[src/rtl/id_ex_stage.sv]
// ID/EX pipeline register in front of the 32-bit execute ALU.
// Captures decoded operands and control, derives the 4-bit ALU select,
// applies EX/MEM and MEM/WB forwarding to the ALU operands and store data,
// and inserts one bubble per load-use hazard.
module id_ex_stage #(
    parameter int XLEN = 32,
    parameter int RA_W = 5
) (
    input  logic            clk,
    input  logic            rst,
    input  logic            in_valid,
    input  logic            stall,
    input  logic            flush,
    input  logic [XLEN-1:0] rs1_data,
    input  logic [XLEN-1:0] rs2_data,
    input  logic [XLEN-1:0] imm,
    input  logic [RA_W-1:0] rs1_addr,
    input  logic [RA_W-1:0] rs2_addr,
    input  logic [RA_W-1:0] rd_addr,
    input  logic [1:0]      alu_op,
    input  logic [2:0]      funct3,
    input  logic            funct7_5,
    input  logic            alu_src,
    input  logic            reg_write,
    input  logic            mem_read,
    input  logic            mem_write,
    input  logic            exmem_reg_write,
    input  logic [RA_W-1:0] exmem_rd,
    input  logic [XLEN-1:0] exmem_result,
    input  logic            memwb_reg_write,
    input  logic [RA_W-1:0] memwb_rd,
    input  logic [XLEN-1:0] memwb_result,
    output logic [XLEN-1:0] A_in,
    output logic [XLEN-1:0] B_in,
    output logic [3:0]      ALU_Sel,
    output logic [XLEN-1:0] store_data,
    output logic            out_valid,
    output logic            out_reg_write,
    output logic            out_mem_read,
    output logic            out_mem_write,
    output logic [RA_W-1:0] out_rd,
    output logic            hazard_stall
);

    localparam logic [3:0] ALU_AND = 4'b0000;
    localparam logic [3:0] ALU_OR  = 4'b0001;
    localparam logic [3:0] ALU_ADD = 4'b0010;
    localparam logic [3:0] ALU_SUB = 4'b0110;
    localparam logic [3:0] ALU_SLT = 4'b0111;

    // Stage registers
    logic            valid_q;
    logic            reg_write_q;
    logic            mem_read_q;
    logic            mem_write_q;
    logic            alu_src_q;
    logic [RA_W-1:0] rd_q;
    logic [RA_W-1:0] rs1_addr_q;
    logic [RA_W-1:0] rs2_addr_q;
    logic [XLEN-1:0] rs1_data_q;
    logic [XLEN-1:0] rs2_data_q;
    logic [XLEN-1:0] imm_q;
    logic [3:0]      alu_sel_q;
    logic [3:0]      alu_sel_d;

    logic            load_bubble;
    logic            load_capture;
    logic [XLEN-1:0] rs1_fwd;
    logic [XLEN-1:0] rs2_fwd;

    // Load-use: the load in EX produces its value too late for the next instruction.
    assign hazard_stall = valid_q & mem_read_q & (rd_q != '0) & in_valid &
                          ((rd_q == rs1_addr) | (rd_q == rs2_addr));

    // Flush beats stall; stall masks the hazard and an empty decode slot.
    assign load_bubble  = flush | (~stall & (hazard_stall | ~in_valid));
    assign load_capture = ~flush & ~stall & ~hazard_stall & in_valid;

    // Decode the ALU select from alu_op, funct3 and funct7[5].
    always_comb begin
        // NOTE: default first so every path assigns alu_sel_d and no latch is inferred.
        alu_sel_d = ALU_ADD;
        unique case (alu_op)
            2'b00: alu_sel_d = ALU_ADD;
            2'b01: alu_sel_d = ALU_SUB;
            default: begin
                unique case (funct3)
                    3'b000:  alu_sel_d = (alu_op == 2'b10 && funct7_5) ? ALU_SUB : ALU_ADD;
                    3'b111:  alu_sel_d = ALU_AND;
                    3'b110:  alu_sel_d = ALU_OR;
                    3'b010:  alu_sel_d = ALU_SLT;
                    default: alu_sel_d = ALU_ADD;
                endcase
            end
        endcase
    end

    // Pick the youngest in-flight producer of a source register; x0 is never forwarded.
    function automatic logic [XLEN-1:0] forward(input logic [RA_W-1:0] addr,
                                                input logic [XLEN-1:0] data);
        if (exmem_reg_write && exmem_rd == addr && addr != '0)
            return exmem_result;
        else if (memwb_reg_write && memwb_rd == addr && addr != '0)
            return memwb_result;
        else
            return data;
    endfunction

    // Forwarded operands and store data.
    always_comb begin
        rs1_fwd    = forward(rs1_addr_q, rs1_data_q);
        rs2_fwd    = forward(rs2_addr_q, rs2_data_q);
        A_in       = rs1_fwd;
        B_in       = alu_src_q ? imm_q : rs2_fwd;
        store_data = rs2_fwd;
    end

    // Stage update: reset or bubble clears everything, capture loads, otherwise hold.
    always_ff @(posedge clk) begin
        // NOTE: the reset is synchronous and also clears the data fields, so a bubble
        // presents zero operands rather than stale ones.
        if (rst || load_bubble) begin
            // NOTE: non-blocking assignments keep every flop sampling pre-edge values.
            valid_q     <= 1'b0;
            reg_write_q <= 1'b0;
            mem_read_q  <= 1'b0;
            mem_write_q <= 1'b0;
            alu_src_q   <= 1'b0;
            rd_q        <= '0;
            rs1_addr_q  <= '0;
            rs2_addr_q  <= '0;
            rs1_data_q  <= '0;
            rs2_data_q  <= '0;
            imm_q       <= '0;
            alu_sel_q   <= ALU_ADD;
        end else if (load_capture) begin
            valid_q     <= 1'b1;
            reg_write_q <= reg_write;
            mem_read_q  <= mem_read;
            mem_write_q <= mem_write;
            alu_src_q   <= alu_src;
            rd_q        <= rd_addr;
            rs1_addr_q  <= rs1_addr;
            rs2_addr_q  <= rs2_addr;
            rs1_data_q  <= rs1_data;
            rs2_data_q  <= rs2_data;
            imm_q       <= imm;
            alu_sel_q   <= alu_sel_d;
        end
    end

    assign ALU_Sel       = alu_sel_q;
    assign out_valid     = valid_q;
    assign out_reg_write = reg_write_q;
    assign out_mem_read  = mem_read_q;
    assign out_mem_write = mem_write_q;
    assign out_rd        = rd_q;

endmodule

[config.mk]
export PLATFORM = sky130hd
export DESIGN_NAME = id_ex_stage
export DESIGN_NICKNAME = d
export VERILOG_FILES = /design/src/rtl/id_ex_stage.sv
export SDC_FILE = /design/constraint.sdc
export NUM_CORES = 1
export LEC_CHECK = 0
export BUFFER_PORTS_ARGS = -buffer_cell sky130_fd_sc_hd__buf_2
export CAP_MARGIN = 25
export CORE_ASPECT_RATIO = 0.5
export CORE_UTILIZATION = 35
export DETAILED_ROUTE_END_ITERATION = 10
export PLACE_DENSITY = 0.66
export SYNTH_ARGS = -nofsm -noshare
export SYNTH_HDL_FRONTEND = slang
export SYNTH_SLANG_ARGS = --single-unit
export TNS_END_PERCENT = 30
[constraint.sdc]
create_clock -name clk -period 7 [get_ports clk]
set_input_delay 1.75 -clock clk [delete_from_list [all_inputs] [get_ports clk]]
set_output_delay 1.75 -clock clk [all_outputs]
set_load 0.03 [all_outputs]
==> flow_metrics.env, run 1 <==
export IMPL_routed_wirelength_um=29990
export IMPL_maxClockFrequency_ghz=0.1712
export IMPL_setup_viol_count_final=0
export IMPL_die_h_um=104.9
export IMPL_placed_cells=1401
export IMPL_crit_family="buffers and inverters"
export IMPL_die_w_um=207.9
export IMPL_clock_sinks=119
export IMPL_number_of_flops_mapped_to_enable_cells_by_yosys=0
export IMPL_worst_path_largest_cell_delay_ps=700
export IMPL_drt_iter0_drc=716
export IMPL_critPathLaunch="memwb_rd[4]"
export IMPL_fin_worst_skew_ps=6.656
export IMPL_tritoncts_clock_tree="done"
export IMPL_detailedRoute_firstPassIterationCount=7
export IMPL_vias=8419
export IMPL_flow_area_growth_from_synthesis_pct=30.35
export IMPL_placement_rows=37
export IMPL_regToRegStartpoint="out_rd[0]"
export IMPL_final_cell_count_no_fill=1443
export IMPL_rsz_0062_raised_after_global_routing="false"
export IMPL_floorplan_initialDensity=0.3592
export IMPL_slew_headroom=0.2827
export IMPL_crit_path_max_fanout=18
export IMPL_placement_io_buffers=310
export IMPL_r2r_slack_ps=3930
export IMPL_final_worst_path_cycle_share=0.8347
export IMPL_post_route_cell_area_mm2=0.009668
export IMPL_report_final_hold_viol_count=0
export IMPL_yosys_register_bits=119
export IMPL_insertion_delay_ps=420
export IMPL_grtUsageTotal=0.2672
export IMPL_total_power_uw=1730
export IMPL_post_drt_wl_per_cell_um=20.78
export IMPL_timing_critical_path_to_type="output port"
export IMPL_p_per_area_mw_per_mm2=179.0
export IMPL_run_status="completed"
export IMPL_synth_cell_types=41
export IMPL_post_cts_repair_setup_buffers=0
export IMPL_grt_max_degree=95
export IMPL_drt_via_density=5.834
export IMPL_yosys_area_top_type="sky130_fd_sc_hd__dfxtp_1"
export IMPL_global_route_overflow_total=0
export IMPL_vdd_drop_max_mv=0.1463
export IMPL_required_time_of_the_critical_path_ps=5250
export IMPL_timing_critical_path_arrival_ps=4090
export IMPL_synthesis_area_mm2=0.007417
export IMPL_synth_async_reset_ratio=0
export IMPL_synth_sequential_area_ratio=0.3212
export IMPL_grt_first_pass_wirelength_um=45690
export IMPL_worstHoldStart="ALU_Sel[1]"
export IMPL_cp_cell_sequence="buf_2 -> xnor2_1 -> nand4_1 -> buf_4 -> o21ai_0 -> a31oi_1 -> mux2_2 -> buf_2"
export IMPL_dpl_instance_area_mm2=0.009050
export IMPL_gp_congestion=0.9230
export IMPL_crit_path_top_delay_cell="sky130_fd_sc_hd__nand4_1"
export IMPL_cellLeakagePower_uw=0.003892
export IMPL_finish_utilization=0.4682
export IMPL_max_slew_worst_pin_slew_ps=1076
export IMPL_finalNetCount=1351
export IMPL_hold_path_class="reg -> reg"
export IMPL_dominantRegCellSynth="sky130_fd_sc_hd__dfxtp_1"
export IMPL_first_global_vias=8223
export IMPL_design_portCount=312
export IMPL_tritoncts_num_buffers=17
export IMPL_setup_worst_path_class="in -> out"
export IMPL_post_route_cells_drive_above_1_share=0.4475
export IMPL_clk_path_buf_depth=2
export IMPL_grt_antenna_before_repair=8
export IMPL_cts_htree_levels=4
export IMPL_crit_buf_inv=3
export IMPL_postSynthCellCount=913
export IMPL_startpoint_type="primary input"
export IMPL_synth_area_top_cells="sky130_fd_sc_hd__dfxtp_1 32%, sky130_fd_sc_hd__a31o_2 13%, sky130_fd_sc_hd__a211oi_1 12%"
export IMPL_post_synth_top_area_fraction=0.3212
export IMPL_cts_repair_resize_count=0
export IMPL_slew_viol_final=0
export IMPL_synth_nets=1115
export IMPL_yosysWarningCount=0
export IMPL_cts_hold_buffers=0
export IMPL_half_perimeter_wire_length_of_the_detailed_placement_result_um=20750
export IMPL_fin_crit_ps=5843
export IMPL_ctsRootBufferMaster="sky130_fd_sc_hd__clkbuf_16"
export IMPL_die_area_mm2=0.02181
export IMPL_crit_top_cell="sky130_fd_sc_hd__buf_2"
export IMPL_synth_area_per_cell_um2=8.124
export IMPL_coreArea_mm2=0.02065
export IMPL_timing_max_cap_violations=0
export IMPL_final_antenna_net_count=0
export IMPL_detail_route_drc_violations=0
export IMPL_path_clk_slew_ps=60
export IMPL_sum_neg_setup_slack_ps=0
## power breakdown
group,internal (uW),leakage [uW],switching (uW)
registers,685,0.000961,6.47
clock network,502,0.000277,320
logic,81.9,0.00265,135
total,1270,0.00389,461
## tightest hold or removal path: cells and delay by family, from the launching register on
family,cells,cell delay [ps]
DFF,1,310
AOI/OAI and AO/OA,1,70
buffers and inverters,1,50
## layout make-up
type | instances | area [um2]
flip-flops and latches | 119 | 2384
multi-input cells | 679 | 4607
fillers | 2104 | 10980
clock buffers | 22 | 464.2
diodes | 8 | 20.02
clock inverters | 10 | 78.83
repair buffers | 331 | 1769
inverters | 1 | 3.754
well taps | 273 | 341.6
## state kept, by name, summed over array words and instances (netlist names)
signal and flops:
rs1_data_q 32, imm_q 32, out_mem_read 1, rs2_addr_q 5
out_rd 5, rs2_data_q 32, out_reg_write 1, alu_src_q 1
rs1_addr_q 5, ALU_Sel 3, out_mem_write 1, out_valid 1
## cells in the mapped netlist (3+ instances only)
library cell,count
sky130_fd_sc_hd__a211oi_1,114
sky130_fd_sc_hd__buf_6,3
sky130_fd_sc_hd__nor3_1,32
sky130_fd_sc_hd__o21ai_1,5
sky130_fd_sc_hd__a21oi_1,3
sky130_fd_sc_hd__mux2_2,33
sky130_fd_sc_hd__nor2_1,7
sky130_fd_sc_hd__nand2_1,149
sky130_fd_sc_hd__mux2i_1,32
sky130_fd_sc_hd__buf_2,23
sky130_fd_sc_hd__a31o_2,114
sky130_fd_sc_hd__nor2b_1,3
sky130_fd_sc_hd__dfxtp_1,119
sky130_fd_sc_hd__clkbuf_1,80
sky130_fd_sc_hd__xnor2_1,26
sky130_fd_sc_hd__o21ai_0,60
sky130_fd_sc_hd__nand4_1,4
sky130_fd_sc_hd__xor2_1,4
sky130_fd_sc_hd__nand3_1,37
sky130_fd_sc_hd__buf_4,6
sky130_fd_sc_hd__a31oi_1,32
## worst paths after layout
path | to | cells after the start
worst max-delay path | B_in[15] | 8
worst min-delay path | ALU_Sel[1] | 2
worst max register to register | rs2_data_q[12] | 7
worst min register to register | ALU_Sel[1] | 2
## metrics by stage
| step | worst slack [ps] | hold WS (ps) |
|---|---|---|
| 6_report | 1157 | 470.0 |
| 5_1_grt | 1054 | 492.2 |
| 4_1_cts | 1202 | 475.3 |
| 3_5_place_dp | 1238 | 466.2 |
| 3_3_place_gp | 1271 | 461.2 |
| 2_1_floorplan | 1638 | 453.8 |
## cells by family (layout without fill, tap and decap cells)
group,after synthesis,after routing,synth area share
compound gates,340,340,0.3377
xor+xnor,30,30,0.03542
buf+inv,115,364,0.06815
flops,119,119,0.3212
mux,65,65,0.09329
other cells,1,9,0.0005056
simple gates,243,243,0.1437
## routing by layer
layer	track usage	up-vias	part of all wire
met3	0.04418	45	0.056
li1	-	3914	-
met4	0.1053	0	0.022
met2	0.4427	338	0.48
met1	0.3472	4122	0.44
met5	0	-	0
## cell usage in the layout, fill, tap and decap left out, types with 2 or more instances in the layout
cell type	instances
sky130_fd_sc_hd__a211oi_1	114
sky130_fd_sc_hd__o21ai_0	60
sky130_fd_sc_hd__nor2b_1	3
sky130_fd_sc_hd__a31o_2	114
sky130_fd_sc_hd__mux2i_1	32
sky130_fd_sc_hd__nor3_1	32
sky130_fd_sc_hd__clkbuf_8	2
sky130_fd_sc_hd__xnor2_1	26
sky130_fd_sc_hd__buf_4	18
sky130_fd_sc_hd__nand3_1	37
sky130_fd_sc_hd__o21ai_1	5
sky130_fd_sc_hd__clkinv_2	8
sky130_fd_sc_hd__nor4_4	2
sky130_fd_sc_hd__nand2_1	149
sky130_fd_sc_hd__nor2_1	6
sky130_fd_sc_hd__a21oi_1	3
sky130_fd_sc_hd__mux2_2	33
sky130_fd_sc_hd__a31oi_1	32
sky130_fd_sc_hd__and2_1	2
sky130_fd_sc_hd__xor2_1	4
sky130_fd_sc_hd__clkbuf_1	3
sky130_fd_sc_hd__dfxtp_1	118
sky130_fd_sc_hd__clkbuf_16	17
sky130_fd_sc_hd__diode_2	8
sky130_fd_sc_hd__nand4_1	4
sky130_fd_sc_hd__buf_16	3
sky130_fd_sc_hd__or4_1	2
sky130_fd_sc_hd__buf_2	310
(Power assumes the default switching activity.)
==> inputs of run 2 (changes only) <==
Settings changed: ABC_AREA from default to 1, PLACE_DENSITY 0.66 to 0.65.
Clock period 7 ns to 5.8 ns, I/O delays scaled along.
==> run 2 against run 1 <==
  * Utilization rose by 0.38 points
  * Final cell count is 17% higher
  * Total power rose by 30%
  * Critical path depth up 2
  * Sequential share of layout area decreased by 0.32 points
  * Register-to-register slack lost 680 ps
  * Largest cell class unchanged
==> flow_metrics.env, run 2 <==
export IMPL_crit_buf_inv=2
export IMPL_clock_sinks=119
export IMPL_final_cell_count_no_fill=1688
export IMPL_timing_max_cap_violations=0
export IMPL_detail_route_drc_violations=0
export IMPL_post_drt_wl_per_cell_um=17.72
export IMPL_post_synth_top_area_fraction=0.3182
export IMPL_total_power_uw=2251
export IMPL_report_final_hold_viol_count=0
export IMPL_die_h_um=105.4
export IMPL_netSwitchingFraction=0.2457
export IMPL_die_area_mm2=0.02202
export IMPL_synthTopCellsByCount="349 x sky130_fd_sc_hd__nand2_1, 139 x sky130_fd_sc_hd__nand3_1, 120 x sky130_fd_sc_hd__nand4_1"
export IMPL_flow_area_growth_from_synthesis_pct=30.77
export IMPL_hold_path_class="reg -> reg"
export IMPL_final_worst_path_cycle_share=0.8169
export IMPL_layout_filler_cells=2178
export IMPL_post_route_cells_drive_above_1_share=0.2803
export IMPL_vias=9152
export IMPL_crit_path_top_delay_cell="sky130_fd_sc_hd__nand2_2"
export IMPL_cts_repair_resize_count=0
export IMPL_slew_viol_final=0
export IMPL_half_perimeter_wire_length_of_the_detailed_placement_result_um=20850
export IMPL_maxClockFrequency_ghz=0.2110
export IMPL_setup_viol_count_final=0
export IMPL_post_cts_repair_setup_buffers=0
export IMPL_die_w_um=208.8
export IMPL_slew_headroom=0.3626
export IMPL_rsz_0062_raised_after_global_routing="false"
export IMPL_finish_utilization=0.4721
export IMPL_power_switching_uw=553.1
export IMPL_finalNetCount=1602
export IMPL_routed_wirelength_um=29910
export IMPL_dominantRegCellSynth="sky130_fd_sc_hd__dfxtp_1"
export IMPL_p_per_area_mw_per_mm2=229.9
export IMPL_biggestRegsByFlops="imm_q (32), rs1_data_q (32), rs2_data_q (32)"
export IMPL_placement_setup_worst_slack_ps=1087
export IMPL_crit_path_max_fanout=32
export IMPL_insertion_delay_ps=420
export IMPL_startpoint_type="primary input"
export IMPL_pwr_share_clk=0.518
export IMPL_cts_hold_buffers=0
export IMPL_cp_cell_sequence="buf_2 -> or2_2 -> nand3_1 -> nor2_4 -> nand2_2 -> nand2_1 -> nand3_1 -> nand3_1 -> nand2_1 -> buf_2"
export IMPL_coreArea_mm2=0.02074
export IMPL_yosys_area_top_type="sky130_fd_sc_hd__dfxtp_1"
export IMPL_synth_async_reset_ratio=0
export IMPL_clk_path_buf_depth=2
export IMPL_design_portCount=312
export IMPL_global_route_overflow_total=0
export IMPL_timing_critical_path_to_type="output port"
export IMPL_combPwrFrac=0.112
export IMPL_yosys_register_bits=119
export IMPL_placement_rows=37
export IMPL_number_of_flops_mapped_to_enable_cells_by_yosys=0
export IMPL_drt_iter0_drc=879
export IMPL_cell_internal_power_dissipation_uw=1698
export IMPL_postSynthCellCount=1155
export IMPL_cts_htree_levels=4
export IMPL_synth_cell_types=30
export IMPL_ctsRootBufferMaster="sky130_fd_sc_hd__clkbuf_16"
export IMPL_fin_crit_ps=4738
export IMPL_tritoncts_clock_tree="done"
export IMPL_crit_top_cell="sky130_fd_sc_hd__nand3_1"
export IMPL_synth_area_top_cells="sky130_fd_sc_hd__dfxtp_1 32%, sky130_fd_sc_hd__nand2_1 17%, sky130_fd_sc_hd__nand4_1 10%"
export IMPL_final_setup_worst_slack_ps=1062
export IMPL_setup_worst_path_class="in -> out"
export IMPL_vdd_drop_max_mv=0.1717
export IMPL_required_time_of_the_critical_path_ps=4350
export IMPL_detailedRoute_firstPassIterationCount=5
export IMPL_cellLeakagePower_uw=0.004560
export IMPL_grt_antenna_before_repair=1
export IMPL_grt_max_degree=102
export IMPL_sum_neg_setup_slack_ps=0
export IMPL_worst_path_largest_cell_delay_ps=550
export IMPL_placed_cells=1652
export IMPL_max_slew_worst_pin_slew_ps=956.1
export IMPL_path_clk_slew_ps=60
export IMPL_seqPwrFrac=0.370
export IMPL_gp_congestion=0.8917
export IMPL_tritoncts_num_buffers=17
export IMPL_grtUsageTotal=0.2669
export IMPL_crit_family="simple AND/OR/NAND/NOR gates"
export IMPL_synth_sequential_area_ratio=0.3182
export IMPL_synth_nets=1357
export IMPL_yosysWarningCount=0
export IMPL_mostFrequentLayoutCells="348 x sky130_fd_sc_hd__nand2_1, 309 x sky130_fd_sc_hd__buf_2, 139 x sky130_fd_sc_hd__nand3_1"
export IMPL_first_global_vias=8562
export IMPL_synthesis_area_mm2=0.007487
export IMPL_layout_cells_most_common="sky130_fd_sc_hd__nand2_1"
export IMPL_synth_area_per_cell_um2=6.482
export IMPL_run_status="completed"
export IMPL_grt_first_pass_wirelength_um=46250
export IMPL_timing_critical_path_arrival_ps=3290
export IMPL_final_antenna_net_count=0
export IMPL_floorplan_initialDensity=0.3610
export IMPL_fin_worst_skew_ps=6.862
export IMPL_synth_most_common_cell="sky130_fd_sc_hd__nand2_1"
export IMPL_placement_io_buffers=310
export IMPL_drt_via_density=5.422
-- run 2: cell types whose count changed after synthesis, sizes merged, moves of 62 or more --
cell | previous run | this run
nand3 | 37 | 140
a211oi | 114 | 1
nand2 | 149 | 352
nand4 | 4 | 120
o21ai | 65 | 1
a31o | 114 | 0
inv | 1 | 63
a21oi | 4 | 120
-- run 2: tightest hold or removal path, delay by kind of cell (launching register included) --
family           cells  cell delay [ps]
flip-flops           1              300
AO/OA/AOI/OAI        1               50
AND/OR/NAND/NOR      1               60
-- run 2: final cells by class --
cell class,count,area (um2),area share
sequential,119,2382,0.2433
timing repair buffer,328,1762,0.1799
clock inverter,7,138.9,0.01419
multi-input combinational,871,4419,0.4514
inverter,63,236.5,0.02415
clock buffer,25,505.5,0.05163
antenna,2,5.005,0.0005112
tap,273,341.6,0.03489
-- run 2: power by group through the flow --
stage                     logic [uW]  clock network (uW)  registers, uW
after floorplan                  127                   0            850
after global placement           243                   0            850
after detailed placement         246                   0            850
after CTS                        247                1180            832
after global routing             271                1230            833
final                            252                1170            833
-- run 2: metal layers --
metal  part of all wire  vias to the layer above  global-route usage
li1                   -                     4376                   -
met1               0.45                     4369              0.3579
met2               0.46                      373              0.4388
met3              0.073                       34             0.05602
met4              0.013                        0             0.05987
met5                  0                        -                   0
-- run 2: logic make-up after synthesis --
| logic type | synth area share |
|---|---|
| DFF | 0.3182 |
| and+or+nand+nor | 0.4734 |
| other | 0.0005009 |
| buffers and inverters | 0.09826 |
| AOI/OAI and AO/OA | 0.09442 |
| xor gates and xnor gates | 0.01521 |
-- run 2: worst paths after layout --
| kind | start | end | slack (ps) | depth (start not counted) |
|---|---|---|---|---|
| min | ALU_Sel[2] | ALU_Sel[2] | 460 | 2 |
| min reg2reg | ALU_Sel[2] | ALU_Sel[2] | 460 | 2 |
| max | memwb_rd[0] | B_in[26] | 1060 | 10 |
| max reg2reg | out_rd[2] | rs1_data_q[8] | 3250 | 12 |
-- run 2: through the flow --
| step | area, um2 | hold slack (ps) |
|---|---|---|
| after floorplan | 7487 | 437.3 |
| after global placement | 9059 | 448.6 |
| after detailed placement | 9086 | 452.8 |
| after CTS | 9731 | 461.8 |
| after global routing | 9788 | 479.4 |
| final | 9791 | 459.9 |
==> inputs of run 3 (changes only) <==
Settings changed: PLACE_DENSITY 0.65 to 0.68.
Clock period 5.8 ns to 4.2 ns, I/O delays scaled along.
==> run 3 against run 2 <==
  * Die area did not move
  * Largest power group unchanged
  * Sequential share of layout area is 0.15 points lower
  * Via count increased by 0.93%
  * Critical path type unchanged
==> flow_metrics.env, run 3 (synthesis gave the netlist of run 2 again) <==
export IMPL_run_status="completed"
export IMPL_mostFrequentLayoutCells="348 x sky130_fd_sc_hd__nand2_1, 309 x sky130_fd_sc_hd__buf_2, 139 x sky130_fd_sc_hd__nand3_1"
export IMPL_critPathLaunch="memwb_rd[1]"
export IMPL_max_slew_worst_pin_slew_ps=1052
export IMPL_slew_viol_final=0
export IMPL_drt_iter0_drc=821
export IMPL_tritoncts_clock_tree="done"
export IMPL_cp_cell_sequence="buf_2 -> inv_1 -> nand2_1 -> nand3_1 -> nor2_2 -> nand3_1 -> nand3_1 -> nand3_1 -> nand2_1 -> buf_2"
export IMPL_slew_headroom=0.2981
export IMPL_gp_congestion=0.9037
export IMPL_timing_critical_path_arrival_ps=3080
export IMPL_placement_rows=37
export IMPL_grt_first_pass_wirelength_um=45800
export IMPL_post_route_cells_drive_above_1_share=0.2870
export IMPL_regToRegStartpoint="out_rd[0]"
export IMPL_grt_use_met3=0.04917
export IMPL_routed_wirelength_um=30270
export IMPL_crit_top_cell="sky130_fd_sc_hd__nand3_1"
export IMPL_insertion_delay_ps=400
export IMPL_grt_antenna_before_repair=7
export IMPL_timing_critical_path_to_type="output port"
export IMPL_ctsRootBufferMaster="sky130_fd_sc_hd__clkbuf_16"
export IMPL_flow_area_growth_from_synthesis_pct=31.60
export IMPL_global_route_overflow_total=0
export IMPL_worstHoldStart="ALU_Sel[0]"
export IMPL_groute_layer_met2_usage=0.4302
export IMPL_final_worst_path_cycle_share=0.9833
export IMPL_grtUsageTotal=0.2635
export IMPL_cellLeakagePower_uw=0.004605
export IMPL_drt_via_density=5.421
export IMPL_report_final_hold_viol_count=0
export IMPL_total_power_uw=2981
export IMPL_biggestRegsByFlops="imm_q (32), rs1_data_q (32), rs2_data_q (32)"
export IMPL_rsz_0062_raised_after_global_routing="false"
export IMPL_fin_worst_skew_ps=8.871
export IMPL_cts_repair_resize_count=0
export IMPL_vdd_drop_max_mv=0.2762
export IMPL_die_h_um=105.4
export IMPL_pwr_share_clk=0.496
export IMPL_power_switching_uw=756.6
export IMPL_crit_path_top_delay_cell="sky130_fd_sc_hd__nor2_2"
export IMPL_grt_use_met1=0.3493
export IMPL_design_portCount=312
export IMPL_die_w_um=208.8
export IMPL_grt_busiest_layer="met2"
export IMPL_clock_sinks=119
export IMPL_final_antenna_net_count=0
export IMPL_crit_path_max_fanout=16
export IMPL_die_area_mm2=0.02202
export IMPL_hold_worst_slack_ps=460.7
export IMPL_worst_path_largest_cell_delay_ps=880
export IMPL_cts_htree_levels=4
export IMPL_worstHoldPathCells=2
export IMPL_setup_viol_count_final=0
export IMPL_cell_internal_power_dissipation_uw=2225
export IMPL_combPwrFrac=0.118
export IMPL_maxClockFrequency_ghz=0.2421
export IMPL_setup_worst_path_class="in -> out"
export IMPL_coreArea_mm2=0.02074
export IMPL_hold_path_class="reg -> reg"
export IMPL_timing_max_cap_violations=0
export IMPL_grt_max_degree=103
export IMPL_path_clk_slew_ps=50
export IMPL_finalNetCount=1614
export IMPL_tritoncts_num_buffers=17
export IMPL_half_perimeter_wire_length_of_the_detailed_placement_result_um=21420
export IMPL_reg2reg_depth=12
export IMPL_p_per_area_mw_per_mm2=302.6
export IMPL_floorplan_initialDensity=0.3610
export IMPL_vias=9237
export IMPL_fin_crit_ps=4130
export IMPL_clk_path_buf_depth=2
export IMPL_placement_io_buffers=310
export IMPL_required_time_of_the_critical_path_ps=3150
export IMPL_detail_route_drc_violations=0
export IMPL_netSwitchingFraction=0.2538
export IMPL_seqPwrFrac=0.386
export IMPL_layout_cells_most_common="sky130_fd_sc_hd__nand2_1"
export IMPL_post_drt_wl_per_cell_um=17.77
export IMPL_detailedRoute_firstPassIterationCount=7
export IMPL_startpoint_type="primary input"
export IMPL_first_global_vias=8648
export IMPL_sum_neg_setup_slack_ps=0
[run 3: cell count changes in the layout (fill, tap and decap cells not counted), sizes merged]
| cell | previous run | this run |
|---|---|---|
| nor2 | 16 | 17 |
| clkinv | 3 | 6 |
| clkbuf | 25 | 24 |
| bufinv | 4 | 2 |
| buf | 328 | 339 |
| diode | 2 | 6 |
[run 3: worst paths after layout]
kind / to / slack [ps]
max: B_in[27] / 70
min reg2reg: ALU_Sel[0] / 460
min: ALU_Sel[0] / 460
max reg2reg: imm_q[16] / 1780
[run 3: timing repair]
| action | CTS | global route |
|---|---|---|
| endpoints found under the setup margin | 0 | 59 |
| hold buffers | 0 | 0 |
| buffers inserted | 0 | 2 |
[run 3: critical path, delay by kind of cell]
family,cells,cell delay [ps]
buffers and inverters,3,360
AND/OR/NAND/NOR,7,1650
[run 3: final cells by class]
| class | instances | area, um2 |
|---|---|---|
| antenna | 6 | 15.01 |
| clock buffer | 24 | 501.7 |
| fill | 2182 | 10890 |
| clock inverter | 8 | 93.84 |
| multi-input combinational | 872 | 4420 |
| inverter | 63 | 236.5 |
| tap | 273 | 341.6 |
| timing repair buffer | 339 | 1862 |
| sequential | 119 | 2382 |
[run 3: stage by stage]
step | instances | cell area, um2 | util | worst slack, ps
2_1_floorplan | 1155 | 7487 | - | 972.8
3_3_place_gp | 1661 | 9166 | 0.4420 | 168.9
3_5_place_dp | 1661 | 9166 | 0.4420 | 93.83
4_1_cts | 1693 | 9762 | 0.4707 | 88.31
5_1_grt | 1704 | 9853 | 0.4751 | 20.82
6_report | 1704 | 9853 | 0.4751 | 70.14
[run 3: power groups by stage]
stage | sequential, uW | clock, uW | combinational, uW
finish | 1150 | 1480 | 353
floorplan | 1170 | 0 | 175
detailed placement | 1170 | 0 | 343
global placement | 1170 | 0 | 340
CTS | 1150 | 1500 | 345
global route | 1150 | 1560 | 382
[run 3: layer usage]
| metal | part of all wire | wire length [um] |
|---|---|---|
| met3 | 0.066 | 2003 |
| met1 | 0.44 | 13430 |
| met2 | 0.47 | 14310 |
| met4 | 0.017 | 516 |
| met5 | 0.00033 | 10 |
